## src/rtl/run_seq_pkg.sv

```systemverilog
// Shared types and constants for the run sequencer: state codes, load sizes
// and the positions of each configuration field in the nibble stream.
package run_seq_pkg;

  typedef enum logic [2:0] {
    ST_CFG   = 3'd0,
    ST_MSG   = 3'd1,
    ST_READY = 3'd2,
    ST_RUN   = 3'd3,
    ST_DONE  = 3'd4
  } state_e;

  localparam int CFG_NIBBLES = 13;
  localparam int MSG_LEN     = 256;
  localparam int MSG_AW      = 8;
  localparam int CIDX_W      = 4;

  localparam int IDX_ECI0    = 0;
  localparam int IDX_ECI1    = 1;
  localparam int IDX_ECI2    = 2;
  localparam int IDX_SPB     = 3;
  localparam int IDX_CRF0_HI = 4;
  localparam int IDX_CRF0_LO = 5;
  localparam int IDX_EXP0    = 6;
  localparam int IDX_CRF1_HI = 7;
  localparam int IDX_CRF1_LO = 8;
  localparam int IDX_EXP1    = 9;
  localparam int IDX_CRF2_HI = 10;
  localparam int IDX_CRF2_LO = 11;
  localparam int IDX_EXP2    = 12;

endpackage

```

## src/rtl/run_sequencer_sync.sv

```systemverilog
// Two-flop synchronizer for a W-bit asynchronous input; rise_o pulses for one
// cycle when the AND of all synchronized bits goes from 0 to 1.
module sync_edge #(
  parameter int W = 1
) (
  input  logic         clk,
  input  logic         rst,
  input  logic [W-1:0] async_i,
  output logic         rise_o
);

  logic [W-1:0] meta_q, sync_q;
  logic         level_d, prev_q;

  always_comb level_d = &sync_q;

  always_ff @(posedge clk or posedge rst) begin
    if (rst) begin
      meta_q <= '0;
      sync_q <= '0;
      prev_q <= 1'b0;
    end else begin
      meta_q <= async_i;
      sync_q <= meta_q;
      prev_q <= level_d;
    end
  end

  assign rise_o = level_d & ~prev_q;

endmodule

```

## src/rtl/run_sequencer.sv

```systemverilog
// Board front end: collects strobed nibbles into the configuration fields and
// message memory, then launches one datapath run per start press.
module run_sequencer
  import run_seq_pkg::*;
(
  input  logic              clk,
  input  logic              rst,
  input  logic [3:0]        Y,
  input  logic              rot_a,
  input  logic              rot_b,
  input  logic              PB1,
  input  logic              run_done,
  output logic [11:0]       eci,
  output logic [3:0]        sndr_probe_blocks,
  output logic [7:0]        crf_blocks0,
  output logic [7:0]        crf_blocks1,
  output logic [7:0]        crf_blocks2,
  output logic [3:0]        exp0,
  output logic [3:0]        exp1,
  output logic [3:0]        exp2,
  output logic              msg_we,
  output logic [MSG_AW-1:0] msg_addr,
  output logic [3:0]        msg_data,
  output logic              cfg_valid,
  output logic              start,
  output logic              busy,
  output logic [7:0]        led
);

  logic              strobe, press;
  logic [3:0]        y_meta_q, y_sync_q;
  state_e            state_q, state_d;
  logic [3:0]        cfg_nib_q [CFG_NIBBLES];
  logic [3:0]        cfg_nib_d [CFG_NIBBLES];
  logic [CIDX_W-1:0] cfg_idx_q, cfg_idx_d;
  logic [MSG_AW-1:0] msg_idx_q, msg_idx_d;
  logic              msg_we_q, msg_we_d;
  logic [MSG_AW-1:0] msg_addr_q, msg_addr_d;
  logic [3:0]        msg_data_q, msg_data_d;
  logic              start_q, start_d;
  logic              cfg_valid_q, cfg_valid_d;
  logic [3:0]        last_nib_q, last_nib_d;

  // A strobe needs both rotary contacts closed, each synchronized on its own.
  sync_edge #(.W(2)) u_rot_edge (
    .clk     (clk),
    .rst     (rst),
    .async_i ({rot_a, rot_b}),
    .rise_o  (strobe)
  );

  sync_edge #(.W(1)) u_pb_edge (
    .clk     (clk),
    .rst     (rst),
    .async_i (PB1),
    .rise_o  (press)
  );

  always_comb begin
    state_d     = state_q;
    cfg_nib_d   = cfg_nib_q;
    cfg_idx_d   = cfg_idx_q;
    msg_idx_d   = msg_idx_q;
    msg_we_d    = 1'b0;
    msg_addr_d  = msg_addr_q;
    msg_data_d  = msg_data_q;
    start_d     = 1'b0;
    last_nib_d  = last_nib_q;
    cfg_valid_d = (state_q == ST_READY) || (state_q == ST_RUN) || (state_q == ST_DONE);

    case (state_q)
      ST_CFG: begin
        if (strobe) begin
          cfg_nib_d[cfg_idx_q] = y_sync_q;
          last_nib_d           = y_sync_q;
          cfg_idx_d            = cfg_idx_q + 1'b1;
          if (cfg_idx_q == CIDX_W'(CFG_NIBBLES - 1)) state_d = ST_MSG;
        end
      end
      ST_MSG: begin
        if (strobe) begin
          msg_we_d   = 1'b1;
          msg_addr_d = msg_idx_q;
          msg_data_d = y_sync_q;
          last_nib_d = y_sync_q;
          // Leaving on the last address keeps the index from ever wrapping.
          if (msg_idx_q == MSG_AW'(MSG_LEN - 1)) state_d = ST_READY;
          else                                   msg_idx_d = msg_idx_q + 1'b1;
        end
      end
      ST_READY: begin
        if (press) begin
          start_d = 1'b1;
          state_d = ST_RUN;
        end
      end
      ST_RUN: begin
        if (run_done) state_d = ST_DONE;
      end
      ST_DONE: begin
        if (press) begin
          cfg_idx_d = '0;
          msg_idx_d = '0;
          state_d   = ST_CFG;
        end
      end
      default: state_d = ST_CFG;
    endcase
  end

  always_ff @(posedge clk or posedge rst) begin
    if (rst) begin
      y_meta_q    <= '0;
      y_sync_q    <= '0;
      state_q     <= ST_CFG;
      cfg_nib_q   <= '{default: '0};
      cfg_idx_q   <= '0;
      msg_idx_q   <= '0;
      msg_we_q    <= 1'b0;
      msg_addr_q  <= '0;
      msg_data_q  <= '0;
      start_q     <= 1'b0;
      cfg_valid_q <= 1'b0;
      last_nib_q  <= '0;
    end else begin
      y_meta_q    <= Y;
      y_sync_q    <= y_meta_q;
      state_q     <= state_d;
      cfg_nib_q   <= cfg_nib_d;
      cfg_idx_q   <= cfg_idx_d;
      msg_idx_q   <= msg_idx_d;
      msg_we_q    <= msg_we_d;
      msg_addr_q  <= msg_addr_d;
      msg_data_q  <= msg_data_d;
      start_q     <= start_d;
      cfg_valid_q <= cfg_valid_d;
      last_nib_q  <= last_nib_d;
    end
  end

  assign eci               = {cfg_nib_q[IDX_ECI0], cfg_nib_q[IDX_ECI1], cfg_nib_q[IDX_ECI2]};
  assign sndr_probe_blocks = cfg_nib_q[IDX_SPB];
  assign crf_blocks0       = {cfg_nib_q[IDX_CRF0_HI], cfg_nib_q[IDX_CRF0_LO]};
  assign exp0              = cfg_nib_q[IDX_EXP0];
  assign crf_blocks1       = {cfg_nib_q[IDX_CRF1_HI], cfg_nib_q[IDX_CRF1_LO]};
  assign exp1              = cfg_nib_q[IDX_EXP1];
  assign crf_blocks2       = {cfg_nib_q[IDX_CRF2_HI], cfg_nib_q[IDX_CRF2_LO]};
  assign exp2              = cfg_nib_q[IDX_EXP2];
  assign msg_we            = msg_we_q;
  assign msg_addr          = msg_addr_q;
  assign msg_data          = msg_data_q;
  assign cfg_valid         = cfg_valid_q;
  assign start             = start_q;
  assign busy              = (state_q == ST_RUN);
  assign led               = {state_q, 1'b0, last_nib_q};

endmodule

```

## config.mk

```make
export PLATFORM = sky130hd
export DESIGN_NAME = run_sequencer
export DESIGN_NICKNAME = d
export VERILOG_FILES = /design/src/rtl/run_seq_pkg.sv /design/src/rtl/run_sequencer_sync.sv /design/src/rtl/run_sequencer.sv
export SDC_FILE = /design/constraint.sdc
export NUM_CORES = 1
export LEC_CHECK = 0
export ABC_CLOCK_PERIOD_IN_PS = 8150
export CORE_MARGIN = 3
export CORE_UTILIZATION = 55
export DETAILED_ROUTE_END_ITERATION = 6
export GPL_ROUTABILITY_DRIVEN = 0
export PLACE_DENSITY = 0.89
export SLEW_MARGIN = 20
export SYNTH_ARGS = -nofsm -noshare
export SYNTH_HDL_FRONTEND = slang
export SYNTH_HIERARCHICAL = 1
export SYNTH_SLANG_ARGS = --single-unit
```

## constraint.sdc

```tcl
create_clock -name clk -period 8.15 [get_ports clk]
set_input_delay 1.63 -clock clk [delete_from_list [all_inputs] [get_ports clk]]
set_output_delay 1.63 -clock clk [all_outputs]
set_load 0.02 [all_outputs]
```

==> key figures, run 1 <==
Timing
  • Max Fclk: approximately 280 MHz
  • Worst-Margin Slew: a little over 0.8 ns
  • Setup violations, final: 0
  • RSZ-0062 raised after global routing: false
  • Hold Vio Cnt, Final: 0
  • Post-route minimum period: between 3 and 4 ns
  • Clk_skew: between 0.01 and 0.015 ns
  • Slew margin rel.: 0.464
  • PnR worst setup slack: around 4.6 ns
  • Final period utilization: 0.434
  • Hold slack: 0.359 ns
  • Setup TNS: 0 ns
  • Final slew viol count: 0

Floorplan
  • Starting Density: 0.585
  • Die width: 92.4 microns
  • Num ports: between 80 and 90
  • FP Rows: 30
  • Core footprint: around 7000 sq um
  • Die area: roughly 8500 sq um
  • Die Y: 92.4 microns

Power
  • Clock power share: 0.230
  • Combinational Power Share: 0.347
  • Sw Pwr: around 570 uW
  • Total internal power: 1190 uW
  • Seq pwr share: 0.424
  • Sw Share: 0.323
  • Maximum VDD drop: roughly 0.00018 V
  • Leakage: approximately 0.0024 uW
  • Power density cells: between 300 and 400 nW/um^2

Yosys
  • Synth area leaders: dfrtp_1 (62%), mux2_2 (16%), nand2_1 (4.4%)
  • Syn nets: between 300 and 400
  • Register area share after synthesis: 0.622
  • Synthesized area: slightly above 4000 sq um
  • Post-Syn Area per Cell: approximately 13 sq um
  • Register bit total from synthesis: just over 100
  • Ys Warns: 6
  • Async SR Flop Fraction: 1.00
  • Number of flops mapped to enable cells by yosys: 0
  • Most used flip-flop cell after synthesis: dfrtp_1
  • Post-Syn Instances: about 320
  • Cell variety after synth: 40
  • Synth area leader: dfrtp_1
  • Synth top area share: 0.622

Final layout
  • Commonest cells after routing, fill and taps aside: dfrtp_1 (102), clkdlybuf4s50_1 (84), mux2_2 (59)
  • Diode count: 0
  • Nets@finish: around 410
  • Final Core Density: 0.753
  • Commonest non-fill, non-tap cell in the layout: dfrtp_1
  • Layout cells sized above 1: 0.211
  • Final std cells w/o fill: 499
  • Area Overhead vs Synth: 28.8%

Worst hold path
  • Worst min-delay path category: register to register

Drt
  • DRT antenna net count: 0
  • Vias: roughly 2,700
  • Final wirelength: 8370 microns
  • Drt pass-1 iters: 5
  • Vias/cell: 5.50
  • Starting DRT DRC Count: slightly below 200
  • # DRC: 0
  • Wire per inst: approximately 17 microns

Clock network
  • H-Tree Depth: 3
  • Clk Tree Root Cell: clkbuf_8
  • Clock transition at path regs: approximately 0.090 ns
  • CTS tree: built
  • # hold bufs at CTS: 0
  • Clk buf depth: 2
  • Post-CTS sizing: 0
  • CTS Sinks: a little over 100
  • Post-CTS setup buffer count: 0
  • Clock latency on the worst-skew pair: between 0.3 and 0.4 ns
  • Cts bufs inserted: 9

Worst setup path
  • CP endpoint kind: primary output
  • Critical Path Slowest Stage Cell: dfrtp_1
  • Crit path max-delay family: flip-flops
  • Critical path class: register to primary output
  • Max incr delay on CP: roughly 0.7 ns
  • R2R Setup Slk: roughly 6.0 ns
  • CP Max Fanout: 14
  • CP arrival: 1.90 ns
  • CP bufs+invs: 2
  • Startpoint types: register
  • Worst path required time: between 6 and 7 ns
  • Crit-path cells: inv_1 > and3_1 > clkdlybuf4s50_1

Status
  • Status: completed

GRT
  • Initial antenna violation count: 0
  • Vias in the first global route: ~2,800
  • First-pass GRT wire length: approximately 14,000 microns
  • Pin count of the biggest net entering global routing: 95
  • GRT Overall Usage: 0.210
  • Total gr overflow: 0

Place
  • IO buf count: 84
  • Hpwl dp: a little under 6000 microns
  • Pre-CTS setup slack: around 5 ns
  • Placed insts: 483

Job
  • Max Cap Viol: 0
-- sequential cells by signal (all words and copies together), names as in the netlist, 3 cells and up --
register,flops
sndr_probe_blocks,4
exp1,4
eci,12
crf_blocks1,8
crf_blocks0,8
crf_blocks2,8
y_sync_q,4
msg_data,4
msg_addr,8
msg_idx_q,8
last_nib_q,4
exp2,4
state_q,3
cfg_idx_q,4
y_meta_q,4
exp0,4
-- through the flow --
stage | instance area, sq um | total power [uW]
after floorplan | 4110 | 1060
after global placement | 5020 | 1340
after detailed placement | 5020 | 1360
after CTS | 5290 | 1770
after global routing | 5290 | 1840
final | 5290 | 1750
-- worst reg2reg max path: cells and delay by family, from the launching register on --
kind / cells / cell delay, ns
multiplexers: 1 / 0.32
flip-flops: 1 / 0.36
AND/OR/NAND/NOR: 4 / 1.37
-- power by group through the flow --
stage,Combinational (uW),Sequential [uW],Clock [uW]
CTS,615,743,410
global placement,596,745,0
detailed placement,613,751,0
finish,608,743,403
global route,649,762,430
floorplan,200,863,0
-- worst paths after layout --
kind,end,from,cells after the start
min reg2reg,u_rot_edge/sync_q[1],u_rot_edge/meta_q[1],0
min in group asynchronous,u_pb_edge/level_d,rst,2
min,u_rot_edge/sync_q[1],u_rot_edge/meta_q[1],0
max in group asynchronous,msg_we,rst,3
max reg2reg,crf_blocks1[0],u_rot_edge/prev_q,5
max,busy,state_q[2],3
-- logic make-up after synthesis --
| family | count (synthesis) | share of synthesized area |
|---|---|---|
| buf+inv | 22 | 0.0222 |
| flops | 102 | 0.622 |
| mux | 62 | 0.170 |
| other cells | 1 | 0.000913 |
| simple gates | 93 | 0.124 |
| compound gates | 30 | 0.0460 |
| fa+ha+maj | 5 | 0.0152 |
-- routing by layer --
metal  global-route usage  wire length [microns]
met1                0.271                   3530
met2                0.358                   4290
met3               0.0487                    447
met4               0.0594                     99
met5                    0                      0
-- layout make-up --
cell class | instances | area, sq um
clock inverters | 7 | 144
repair buffers | 85 | 852
flip-flops and latches | 102 | 2550
clock buffers | 9 | 124
inverters | 9 | 35.0
fillers | 461 | 1730
well taps | 96 | 120
multi-input cells | 191 | 1460
-- cells in the mapped netlist, drive strengths merged (3+ instances only) --
master and count:
buf 5, clkbuf 8, mux2 61, o21ai 13
inv 8, o211ai 4, nor4b 4, nand4 4
nor3b 4, dfrtp 102, a21o 3, nor2 7
ha 5, nand3 9, nand2 48, a31oi 3
Note: power is estimated with default switching activity, not from simulation.
==> run 2: changes to the inputs <==
Settings changed: ABC_CLOCK_PERIOD_IN_PS 8150 to 3700, CORE_UTILIZATION 55 to 51, PLACE_DENSITY 0.89 to 0.84.
Clock period 8.15 ns to 3.7 ns, I/O delays scaled along.
==> key figures, run 2 (synthesized netlist as in run 1, its figures left out) <==
GRT
  • First-pass GRT wire length: 13,800 microns (-1.4%)
  • Pin count of the biggest net entering global routing: 61 (-36%)
  • Vias in the first global route: 2,809 (-1.2%)
  • GRT Overall Usage: 0.195 (-0.0153)
  • Initial antenna violation count: 0 (unchanged)
  • Total gr overflow: 0 (unchanged)

Power
  • Power density cells: 704 nW/um^2 (+110%)
  • Clock power share: 0.195 (-0.035)
  • Total internal power: 2450 uW (+110%)
  • Combinational Power Share: 0.363 (+0.016)
  • Sw Pwr: 1240 uW (+120%)
  • Maximum VDD drop: 0.000367 V (+110%)
  • Leakage: 0.00239 uW (-0.83%)
  • Seq pwr share: 0.442 (+0.018)
  • Sw Share: 0.336 (+0.0137)

Clock network
  • CTS Sinks: 102 (unchanged)
  • Clock latency on the worst-skew pair: 0.35 ns (about the same)
  • Post-CTS setup buffer count: 0 (unchanged)
  • CTS tree: built
  • Post-CTS sizing: 0 (unchanged)
  • Clk Tree Root Cell: clkbuf_8
  • Cts bufs inserted: 9 (unchanged)
  • # hold bufs at CTS: 0 (unchanged)
  • H-Tree Depth: 3 (unchanged)
  • Clk buf depth: 2 (unchanged)
  • Clock transition at path regs: 0.09 ns (about the same)

Timing
  • Max Fclk: 375 MHz
  • Clk_skew: 0.0155 ns (+0.00420 ns)
  • Setup violations, final: 0 (unchanged)
  • Post-route minimum period: 2.66 ns
  • Worst-Margin Slew: 0.619 ns (-0.185 ns)
  • Setup TNS: 0 ns (unchanged)
  • Hold Vio Cnt, Final: 0 (unchanged)
  • Final period utilization: 0.720
  • Final slew viol count: 0 (unchanged)
  • RSZ-0062 raised after global routing: false
  • PnR worst setup slack: 1.04 ns (-3.58 ns)
  • Slew margin rel.: 0.587 (+0.123)

Worst setup path
  • CP Max Fanout: 14 (unchanged)
  • CP arrival: 1.92 ns (+0.02 ns)
  • Worst path required time: 2.96 ns (-3.56 ns)
  • Critical path class: register to primary output
  • CP endpoint kind: primary output
  • Startpoint types: register

Place
  • Hpwl dp: 5940 microns (+0.63%)
  • IO buf count: 84 (unchanged)
  • Pre-CTS setup slack: 1.44 ns (-3.54 ns)

Final layout
  • Max FFs per register: 12 (unchanged)
  • Area Overhead vs Synth: 27.9%
  • Commonest non-fill, non-tap cell in the layout: dfrtp_1
  • Layout cells sized above 1: 0.211 (unchanged)
  • Nets@finish: 413 (unchanged)
  • Commonest cells after routing, fill and taps aside: dfrtp_1 (102), clkdlybuf4s50_1 (84), mux2_2 (59)
  • Diode count: 0 (unchanged)

Drt
  • Vias/cell: 5.33 (-3.1%)
  • Starting DRT DRC Count: 152 (-23%)
  • Vias: 2,693 (-1.9%)
  • # DRC: 0 (unchanged)
  • Drt pass-1 iters: 5 (unchanged)
  • Wire per inst: 16.6 microns (-1.0%)
  • Final wirelength: 8380 microns (+0.16%)
  • DRT antenna net count: 0 (unchanged)

Floorplan
  • FP Rows: 32 (+6.7%)
  • Core footprint: 7770 sq um (+11%)
  • Die area: 9160 sq um (+7.3%)
  • Starting Density: 0.529 (-0.0563)
  • Die Y: 95.7 microns (+3.6%)
  • Die width: 95.7 microns (+3.6%)
  • Num ports: 86 (unchanged)

Job
  • Max Cap Viol: 0 (unchanged)

Status
  • Status: completed

Worst hold path
  • Worst min-delay path category: register to register
run 2: cell types whose count changed in the layout (fill, tap and decap cells not counted), sizes merged:
cell | before | now
clkbuf | 9 | 11
bufinv | 4 | 1
inv | 8 | 9
run 2: layout make-up:
| type | count | area [sq um] |
|---|---|---|
| inverters | 9 | 35.0 |
| fillers | 580 | 2520 |
| multi-input cells | 191 | 1460 |
| clock buffers | 11 | 151 |
| clock inverters | 5 | 62.6 |
| flip-flops and latches | 102 | 2550 |
| repair buffers | 85 | 861 |
| well taps | 102 | 128 |
run 2: power by group through the flow:
| stage | logic, uW | registers [uW] | clock network, uW |
|---|---|---|---|
| after floorplan | 441 | 1900 | 0 |
| after global placement | 1320 | 1640 | 0 |
| after detailed placement | 1350 | 1660 | 0 |
| after CTS | 1360 | 1640 | 737 |
| after global routing | 1430 | 1680 | 784 |
| final | 1340 | 1640 | 721 |
run 2: path summary, 6_finish.rpt:
| path | start | end | slack (ns) | depth (start not counted) |
|---|---|---|---|---|
| worst min register to register | u_rot_edge/meta_q[1] | u_rot_edge/sync_q[1] | 0.35 | 0 |
| max in group asynchronous | rst | crf_blocks1[7] | 2.18 | 3 |
| worst max register to register | u_rot_edge/prev_q | eci[3] | 1.54 | 5 |
| min in group asynchronous | rst | u_pb_edge/meta_q | 0.64 | 2 |
| worst min-delay path | u_rot_edge/meta_q[1] | u_rot_edge/sync_q[1] | 0.35 | 0 |
| worst max-delay path | state_q[2] | busy | 1.04 | 3 |
run 2: per-stage QoR:
step | total power [uW] | instances | utilization | hold slack, ns | instance area [sq um]
after floorplan | 2340 | 315 | - | 0.331 | 4110
after global placement | 2960 | 489 | 0.649 | 0.332 | 5040
after detailed placement | 3010 | 489 | 0.649 | 0.335 | 5040
after CTS | 3730 | 505 | 0.676 | 0.355 | 5250
after global routing | 3900 | 505 | 0.676 | 0.363 | 5250
final | 3700 | 505 | 0.676 | 0.354 | 5250
run 2: routing by layer:
layer  track usage  part of all wire  vias up
li1              -                 -     1261
met1         0.261              0.44     1345
met2         0.323              0.51       83
met3        0.0375             0.049        4
met4        0.0616            0.0042        0
met5             0                 0        -
run 2: critical path: stages (launching register included):
cell and delay, ns:
dfrtp_1 0.70, inv_1 0.16, and3_1 0.19, clkdlybuf4s50_1 0.53
